===== config.mk =====
export PLATFORM = sky130hd
export DESIGN_NAME = uart_rx_ctrl
export DESIGN_NICKNAME = d
export VERILOG_FILES = /design/src/rtl/uart_rx_ctrl.sv
export SDC_FILE = /design/constraint.sdc
export NUM_CORES = 1
export LEC_CHECK = 0
export ABC_AREA = 1
export CAP_MARGIN = 20
export CORE_MARGIN = 2
export CORE_UTILIZATION = 30
export DETAILED_ROUTE_END_ITERATION = 16
export SYNTH_ARGS = -nofsm -noshare
export SYNTH_HDL_FRONTEND = slang
export SYNTH_SLANG_ARGS = --single-unit

===== constraint.sdc =====
create_clock -name i_clk -period 3.85 [get_ports i_clk]
set_clock_uncertainty 0.15 [all_clocks]
set_input_delay 0.385 -clock i_clk [delete_from_list [all_inputs] [get_ports i_clk]]
set_output_delay 0.385 -clock i_clk [all_outputs]
set_load 0.02 [all_outputs]

===== src/rtl/uart_rx_ctrl.sv =====
// UART receive controller: gates the Receiver, buffers completed bytes in a
// small first-word-fall-through buffer, flags dropped bytes, and marks the
// end of a packet once the line has been idle for TIMEOUT_STICKS ticks.
module uart_rx_ctrl #(
   parameter int SIZE_DATA      = 8,
   parameter int DEPTH          = 4,
   parameter int TIMEOUT_STICKS = 160
) (
   input  logic                       i_clk,
   input  logic                       i_rst_n,
   input  logic                       i_stick,
   input  logic                       i_enable,
   input  logic [SIZE_DATA-1:0]       i_rx_data,
   input  logic                       i_rx_done,
   input  logic                       i_ready,
   input  logic                       i_clr_ovf,
   output logic                       o_rx_en,
   output logic                       o_fifo_full,
   output logic [SIZE_DATA-1:0]       o_data,
   output logic                       o_valid,
   output logic                       o_pkt_end,
   output logic                       o_overflow,
   output logic [$clog2(DEPTH):0]     o_count
);

   localparam int AW = $clog2(DEPTH);
   localparam int CW = AW + 1;
   localparam int TW = (TIMEOUT_STICKS > 1) ? $clog2(TIMEOUT_STICKS) : 1;

   typedef enum logic [1:0] {DISABLED, ARMED, ACTIVE} state_t;

   state_t                          state;
   logic [TW-1:0]                   timer;
   logic [DEPTH-1:0][SIZE_DATA-1:0] mem;
   logic [AW-1:0]                   wr_ptr, rd_ptr, rd_ptr_n;
   logic [CW-1:0]                   keep, count_n;
   logic                            push, pop, drop;

   // Buffer handshakes; full is the registered flag, so a pop in the same
   // cycle never makes room for a byte that arrives while full.
   always_comb begin
      push     = i_rx_done & ~o_fifo_full;
      drop     = i_rx_done &  o_fifo_full;
      pop      = o_valid & i_ready;
      keep     = o_count - CW'(pop);
      count_n  = keep + CW'(push);
      rd_ptr_n = rd_ptr + AW'(pop);
   end

   // Byte storage; contents need no reset since count gates visibility.
   always_ff @(posedge i_clk) begin
      if (push) mem[wr_ptr] <= i_rx_data;
   end

   // Pointers, count and registered head/flags; the incoming byte bypasses
   // storage when it becomes the head of an otherwise empty buffer.
   always_ff @(posedge i_clk or negedge i_rst_n) begin
      if (!i_rst_n) begin
         wr_ptr      <= '0;
         rd_ptr      <= '0;
         o_count     <= '0;
         o_valid     <= 1'b0;
         o_fifo_full <= 1'b0;
         o_data      <= '0;
      end else begin
         wr_ptr      <= wr_ptr + AW'(push);
         rd_ptr      <= rd_ptr_n;
         o_count     <= count_n;
         o_valid     <= (count_n != '0);
         o_fifo_full <= (count_n == CW'(DEPTH));
         o_data      <= (keep == '0 && push) ? i_rx_data : mem[rd_ptr_n];
      end
   end

   // Sticky overflow; a new drop beats a clear in the same cycle.
   always_ff @(posedge i_clk or negedge i_rst_n) begin
      if (!i_rst_n)       o_overflow <= 1'b0;
      else if (drop)      o_overflow <= 1'b1;
      else if (i_clr_ovf) o_overflow <= 1'b0;
   end

   // Enable/packet FSM with idle timer; disable overrides everything.
   always_ff @(posedge i_clk or negedge i_rst_n) begin
      if (!i_rst_n) begin
         state     <= DISABLED;
         timer     <= '0;
         o_rx_en   <= 1'b0;
         o_pkt_end <= 1'b0;
      end else begin
         o_pkt_end <= 1'b0;
         if (!i_enable) begin
            state   <= DISABLED;
            o_rx_en <= 1'b0;
         end else begin
            case (state)
               DISABLED: begin
                  state   <= ARMED;
                  o_rx_en <= 1'b1;
               end
               ARMED: begin
                  if (i_rx_done) begin
                     state <= ACTIVE;
                     timer <= '0;
                  end
               end
               ACTIVE: begin
                  if (i_rx_done) begin
                     timer <= '0;
                  end else if (i_stick) begin
                     if (timer == TW'(TIMEOUT_STICKS - 1)) begin
                        state     <= ARMED;
                        timer     <= '0;
                        o_pkt_end <= 1'b1;
                     end else begin
                        timer <= timer + TW'(1);
                     end
                  end
               end
               default: begin
                  state   <= DISABLED;
                  o_rx_en <= 1'b0;
               end
            endcase
         end
      end
   end

endmodule

==> impl_metrics.ini, run 1 <==
[cts]
numCtsBuffers = 9
clock-sinks = 62
post_cts_buffers = 0
holdBufCountCts = 0
clkLatencyLatePin_ns = 0.34
clk_pin_slew_worst_paths_ns = 0.07
cts_tree = built
htree_num_levels = 3
cts_resized = 0
ctsLongestPathBuffers = 2
cts_root_buf = clkbuf_8

[placement]
io_buffers = 30
gp_congestion = 0.869
dp_hpwl_um = 3800
post-place-cells = 462
pre_cts_slack_ns = 1.35

[floorplanning]
start_util_pct = 30.8
pin_count = 31
coreArea_sq_um = 9240
die_w_um = 101
die_area_sq_um = 10300
die_height_um = 101
row_count = 35

[global_route]
grt_pass1_wl_um = 9370
track_usage_pct = 12.1
grt_max_degree = 34
grt_pass1_vias = 2009
grt_overflow_total = 0
antenna_found_initial = 0

[detailed_routing]
drt_first_pass_iters = 4
routed_wl_um = 5560
wl_per_cell_um = 11.6
drt-initial-drc-count = 71
routed_via_density = 4.18
vias = 1996
drc_errors = 0
ant_nets = 0

[synth]
ys_types = 23
ys_warn_count = 0
synth-seq-cells = 62
syn_nets = 327
ys_seq_area_share_pct = 60.1
synth_cells = 301
synth_area_sq_um = 2850
syn_avg_cell_area_sq_um = 9.47

[worst_setup_path]
crit_start = i_ready
critPathRequiredTime_ns = 3.93
end_kind = flip-flop
rrSetupSlack_ns = 1.76
cp_max_fo = 9
worstSetupPathType = input pin to flip-flop
crit_arrival_ns = 2.23
worstSetupStartpointType = input pin
r2r-start = o_valid$_DFF_PN0_

[final_layout]
nets = 370
fillers = 949
syn2layout_area_growth_pct = 24.2
instances_no_fill = 478
drive_gt1_share_pct = 9.17
num_antenna_cells = 0

[sta]
relSlewSlack_pct = 44.5
clock.fmax_ghz = 0.464
period_share_pct = 55.9
whs_ns = 0.297
setup_violations = 0
setup_tns_ns = 0
grt_setup_unrepaired = no
fin_ws_ns = 1.70
max_slew.worst_pin.slew_ns = 0.832
hold_viol_final = 0
min_period_ns = 2.15
drv_slew = 0

[pwr]
total_power_uw = 2480
pwr-share-seq_pct = 38.2
p_per_area_nw_per_um2 = 701
p_switching_uw = 926
internal_power_uw = 1550
p_leak_uw = 0.00165
p_clk_share_pct = 23.7
swShare_pct = 37.3
pwr-share-comb_pct = 38.1
ir_worst_vdd_v = 0.000295

[run]
drv_cap = 0

[outcome]
status = complete, no violations

[min_path]
hold_class = input pin to async pin
placed cells by master, fill, tap and decap left out, types with 4 or more instances in the layout:
cell type	n
inv_1	50
buf_4	4
a21oi_1	4
o21ai_0	20
nor3_1	5
nand2_1	98
dfrtp_1	30
nor2_1	13
edfxtp_1	32
clkdlybuf4s50_1	30
clkbuf_8	10
nand3_1	18
ha_1	11
cell type report:
type,count,area [sq um],share of cell area (%)
Clock buffer,10,138,3.89
Clock inverter,6,70.1,1.98
Multi-Input combinational cell,183,923,26.1
Timing Repair Buffer,35,335,9.47
Tap cell,129,161,4.56
Inverter,53,200,5.66
Sequential cell,62,1710,48.4
per-layer routing:
layer / vias to the layer above / share of wire, % / GRT usage, %
met1: 910 / 48 / 15.1
li1: 1037 / - / -
met4: 0 / 1.2 / 5.20
met3: 6 / 5.1 / 5.04
met5: - / 0 / 0
met2: 43 / 46 / 18.4
worst max-delay path, cell delays in order:
cell and delay [ns]:
clkdlybuf4s50_1 0.39, nand2_1 0.05, inv_1 0.05, ha_1 0.18, ha_1 0.27, inv_1 0.07, nor3_4 0.46, nand2_4 0.17
nand2_1 0.12, nand2_1 0.06
stage by stage:
stage          utilization (%)  area [sq um]
6_report                  38.3          3540
5_1_grt                   38.3          3540
4_1_cts                   38.3          3540
3_5_place_dp              36.1          3330
3_3_place_gp              35.9          3320
2_1_floorplan                -          2850
final timing paths:
check	endpoint	cells past startpoint
worst max-delay path	o_data[0]$_DFF_PN0_	10
worst min-delay path	timer[2]$_DFFE_PN0P_	2
worst max register to register	o_data[0]$_DFF_PN0_	9
worst min register to register	timer[4]$_DFFE_PN0P_	2
max in group asynchronous	wr_ptr[0]$_DFF_PN0_	2
min in group i_clk	timer[4]$_DFFE_PN0P_	2
cell families (layout without fill, tap and decap cells):
| logic type | Yosys count | in the layout | share of synthesized area [%] |
|---|---|---|---|
| fa+ha+maj | 11 | 11 | 4.83 |
| flops | 62 | 62 | 60.1 |
| simple gates | 142 | 142 | 20.9 |
| xor+xnor | 4 | 4 | 1.89 |
| compound gates | 26 | 26 | 4.74 |
| buf+inv | 56 | 104 | 7.51 |
synth_stat cells:
| cell | count | area share (%) |
|---|---|---|
| nand2_1 | 98 | 13 |
| inv_1 | 50 | 6.6 |
| edfxtp_1 | 32 | 34 |
| dfrtp_1 | 30 | 26 |
| o21ai_0 | 20 | 3.5 |
| nand3_1 | 18 | 3.2 |
| nor2_1 | 13 | 1.7 |
| ha_1 | 11 | 4.8 |
| nor3_1 | 5 | 0.88 |
| a21oi_1 | 4 | 0.70 |
| nand2_2 | 3 | 0.66 |
| xor2_1 | 3 | 0.92 |
| buf_2 | 2 | 0.35 |
| inv_2 | 2 | 0.26 |
| nand4_1 | 2 | 0.44 |
| clkbuf_1 | 1 | 0.13 |
| clkinv_2 | 1 | 0.18 |
| nand2_4 | 1 | 0.40 |
| nor2_2 | 1 | 0.22 |
| nor3_4 | 1 | 0.57 |
| o21ai_2 | 1 | 0.31 |
| o22ai_1 | 1 | 0.22 |
| xnor2_4 | 1 | 0.97 |
power groups by stage:
stage	sequential (uW)	clock [uW]	combinational, uW
2_1_floorplan	1040	0	550
3_3_place_gp	967	0	938
3_5_place_dp	965	0	953
4_1_cts	954	604	957
5_1_grt	969	635	1070
6_report	948	587	945
flip-flops by register name (all words and copies together) (netlist names):
register	cells
rd_ptr	2
o_valid	1
wr_ptr	2
o_count	3
state	2
mem	32
o_rx_en	1
o_fifo_full	1
o_pkt_end	1
o_overflow	1
timer	8
o_data	8
Note: power is estimated with default switching activity, not from simulation.
==> inputs of run 2 (changes only) <==
clock period = 1.75 ns   (was 3.85 ns; I/O delays follow)
==> run 2 against run 1 <==
Against the previous run:
- register-to-register slack got worse by 1.7 ns
- die area unchanged
- routed wire length increased by 4.9%
==> impl_metrics.ini, run 2 (synthesis results as in run 1) <==
[run]
drv_cap = 0

[cts]
clock-sinks = 62
cts_tree = built
numCtsBuffers = 9
ctsLongestPathBuffers = 2
clk_pin_slew_worst_paths_ns = 0.08
clkLatencyLatePin_ns = 0.34
holdBufCountCts = 0
htree_num_levels = 3
cts_root_buf = clkbuf_8

[final_layout]
drive_gt1_share_pct = 19.1
nets = 387
max_flop_register = mem
largest_reg_flops = 32
syn2layout_area_growth_pct = 36.1
fillers = 906
instances_no_fill = 495
num_antenna_cells = 0
final_common_cell = nand2_1
layout_common_cells = 97 x nand2_1, 46 x inv_1, 32 x edfxtp_1, 29 x clkdlybuf4s50_1, 29 x dfrtp_1
reg_top3 = mem: 32 flops, o_data: 8 flops, timer: 8 flops

[detailed_routing]
vias = 2068
drt-initial-drc-count = 48
routed_wl_um = 5840
drt_first_pass_iters = 5
drc_errors = 0
ant_nets = 0
wl_per_cell_um = 11.8
routed_via_density = 4.18

[placement]
io_buffers = 30
gp_congestion = 0.859
dp_hpwl_um = 3810
post-place-cells = 475

[global_route]
grt_max_degree = 31
grt_overflow_total = 0
grt_pass1_wl_um = 9500
track_usage_pct = 12.3
antenna_found_initial = 0
grt_pass1_vias = 2079

[worst_setup_path]
worstSetupPathType = flip-flop to flip-flop
worstSetupStartpointType = flip-flop
r2r-end = o_data[3]$_DFF_PN0_
critPathRequiredTime_ns = 1.89
cp_max_fo = 7
reg2reg_depth = 9
crit_arrival_ns = 1.85
rrSetupSlack_ns = 0.03
end_kind = flip-flop
r2r-start = o_valid$_DFF_PN0_

[outcome]
status = complete, no violations

[sta]
min_period_ns = 1.72
setup_tns_ns = 0
grt_setup_unrepaired = yes
setup_violations = 0
max_slew.worst_pin.slew_ns = 0.413
hold_viol_final = 0
drv_slew = 0
relSlewSlack_pct = 72.5
whs_ns = 0.0834
period_share_pct = 98.1
clock.fmax_ghz = 0.582

[floorplanning]
die_height_um = 101
die_w_um = 101
coreArea_sq_um = 9240
start_util_pct = 30.8
pin_count = 31
row_count = 35
die_area_sq_um = 10300

[pwr]
ir_worst_vdd_v = 0.000570
p_leak_uw = 0.00178
p_per_area_nw_per_um2 = 1630

[min_path]
hold_class = input pin to async pin
## run 2: changes by cell type in the layout (fill, tap and decap cells not counted), sizes merged
| cell | previous run | this run |
|---|---|---|
| inv | 53 | 56 |
| clkdlybuf4s50 | 30 | 29 |
| bufinv | 1 | 2 |
| clkinv | 2 | 1 |
| dlymetal6s2s | 0 | 1 |
| clkinvlp | 3 | 1 |
| buf | 5 | 21 |
## run 2: report_power, final
group          internal, uW  leakage, uW  switching (uW)
combinational          1280     0.000996            1490
sequential             1930     0.000671             170
clock                   821     0.000111             630
## run 2: worst max-delay path by stage
stage	start	end	slack [ns]
2_1_floorplan	o_fifo_full$_DFF_PN0_	mem[0]$_DFFE_PP_	-0.03
3_3_place_gp	i_ready	o_fifo_full$_DFF_PN0_	-0.24
3_5_place_dp	i_ready	o_valid$_DFF_PN0_	-0.30
4_1_cts	o_valid$_DFF_PN0_	o_valid	0.0007
5_1_grt	o_valid$_DFF_PN0_	o_data[3]$_DFF_PN0_	-0.08
6_report	o_valid$_DFF_PN0_	o_data[3]$_DFF_PN0_	0.03
## run 2: layout make-up
type / instances / area [sq um] / area share (%)
clock inverter: 7 / 103 / 2.65
multi-input combinational: 183 / 1040 / 26.8
clock buffer: 9 / 124 / 3.19
tap: 129 / 161 / 4.16
inverter: 53 / 203 / 5.23
sequential: 62 / 1710 / 44.2
timing repair buffer: 52 / 534 / 13.8
## run 2: timing repair
action / CTS / global route
cloned: 1 / 1
setup buffers: 0 / 2
pin swaps: 2 / 5
endpoints found under the setup margin: 11 / 18
gates resized for setup: 16 / 19
## run 2: through the flow
step / instance area (sq um) / utilization (%) / total power (uW) / worst slack, ns
after CTS: 3780 / 41.0 / 6240 / 0.000718
after floorplan: 2850 / - / 3510 / -0.0333
after global placement: 3460 / 37.4 / 4420 / -0.243
final: 3880 / 42.0 / 6320 / 0.0329
after global routing: 3880 / 42.0 / 6770 / -0.0795
after detailed placement: 3460 / 37.4 / 4470 / -0.304
## run 2: metal layers
| layer | vias up | part of all wire, % | track usage, % |
|---|---|---|---|
| li1 | 1074 | - | - |
| met1 | 949 | 44 | 13.6 |
| met2 | 37 | 50 | 21.8 |
| met3 | 8 | 5.2 | 4.90 |
| met4 | 0 | 1.2 | 4.05 |
| met5 | - | 0 | 0 |
## run 2: worst max-delay path, cell delays in order, from the launching register on
cell and delay [ns]:
dfrtp_2 0.41, nand2_2 0.06, inv_2 0.05, ha_4 0.16
ha_4 0.26, inv_4 0.04, nor3_4 0.20, buf_6 0.18
nand3_1 0.07, nand2_1 0.07
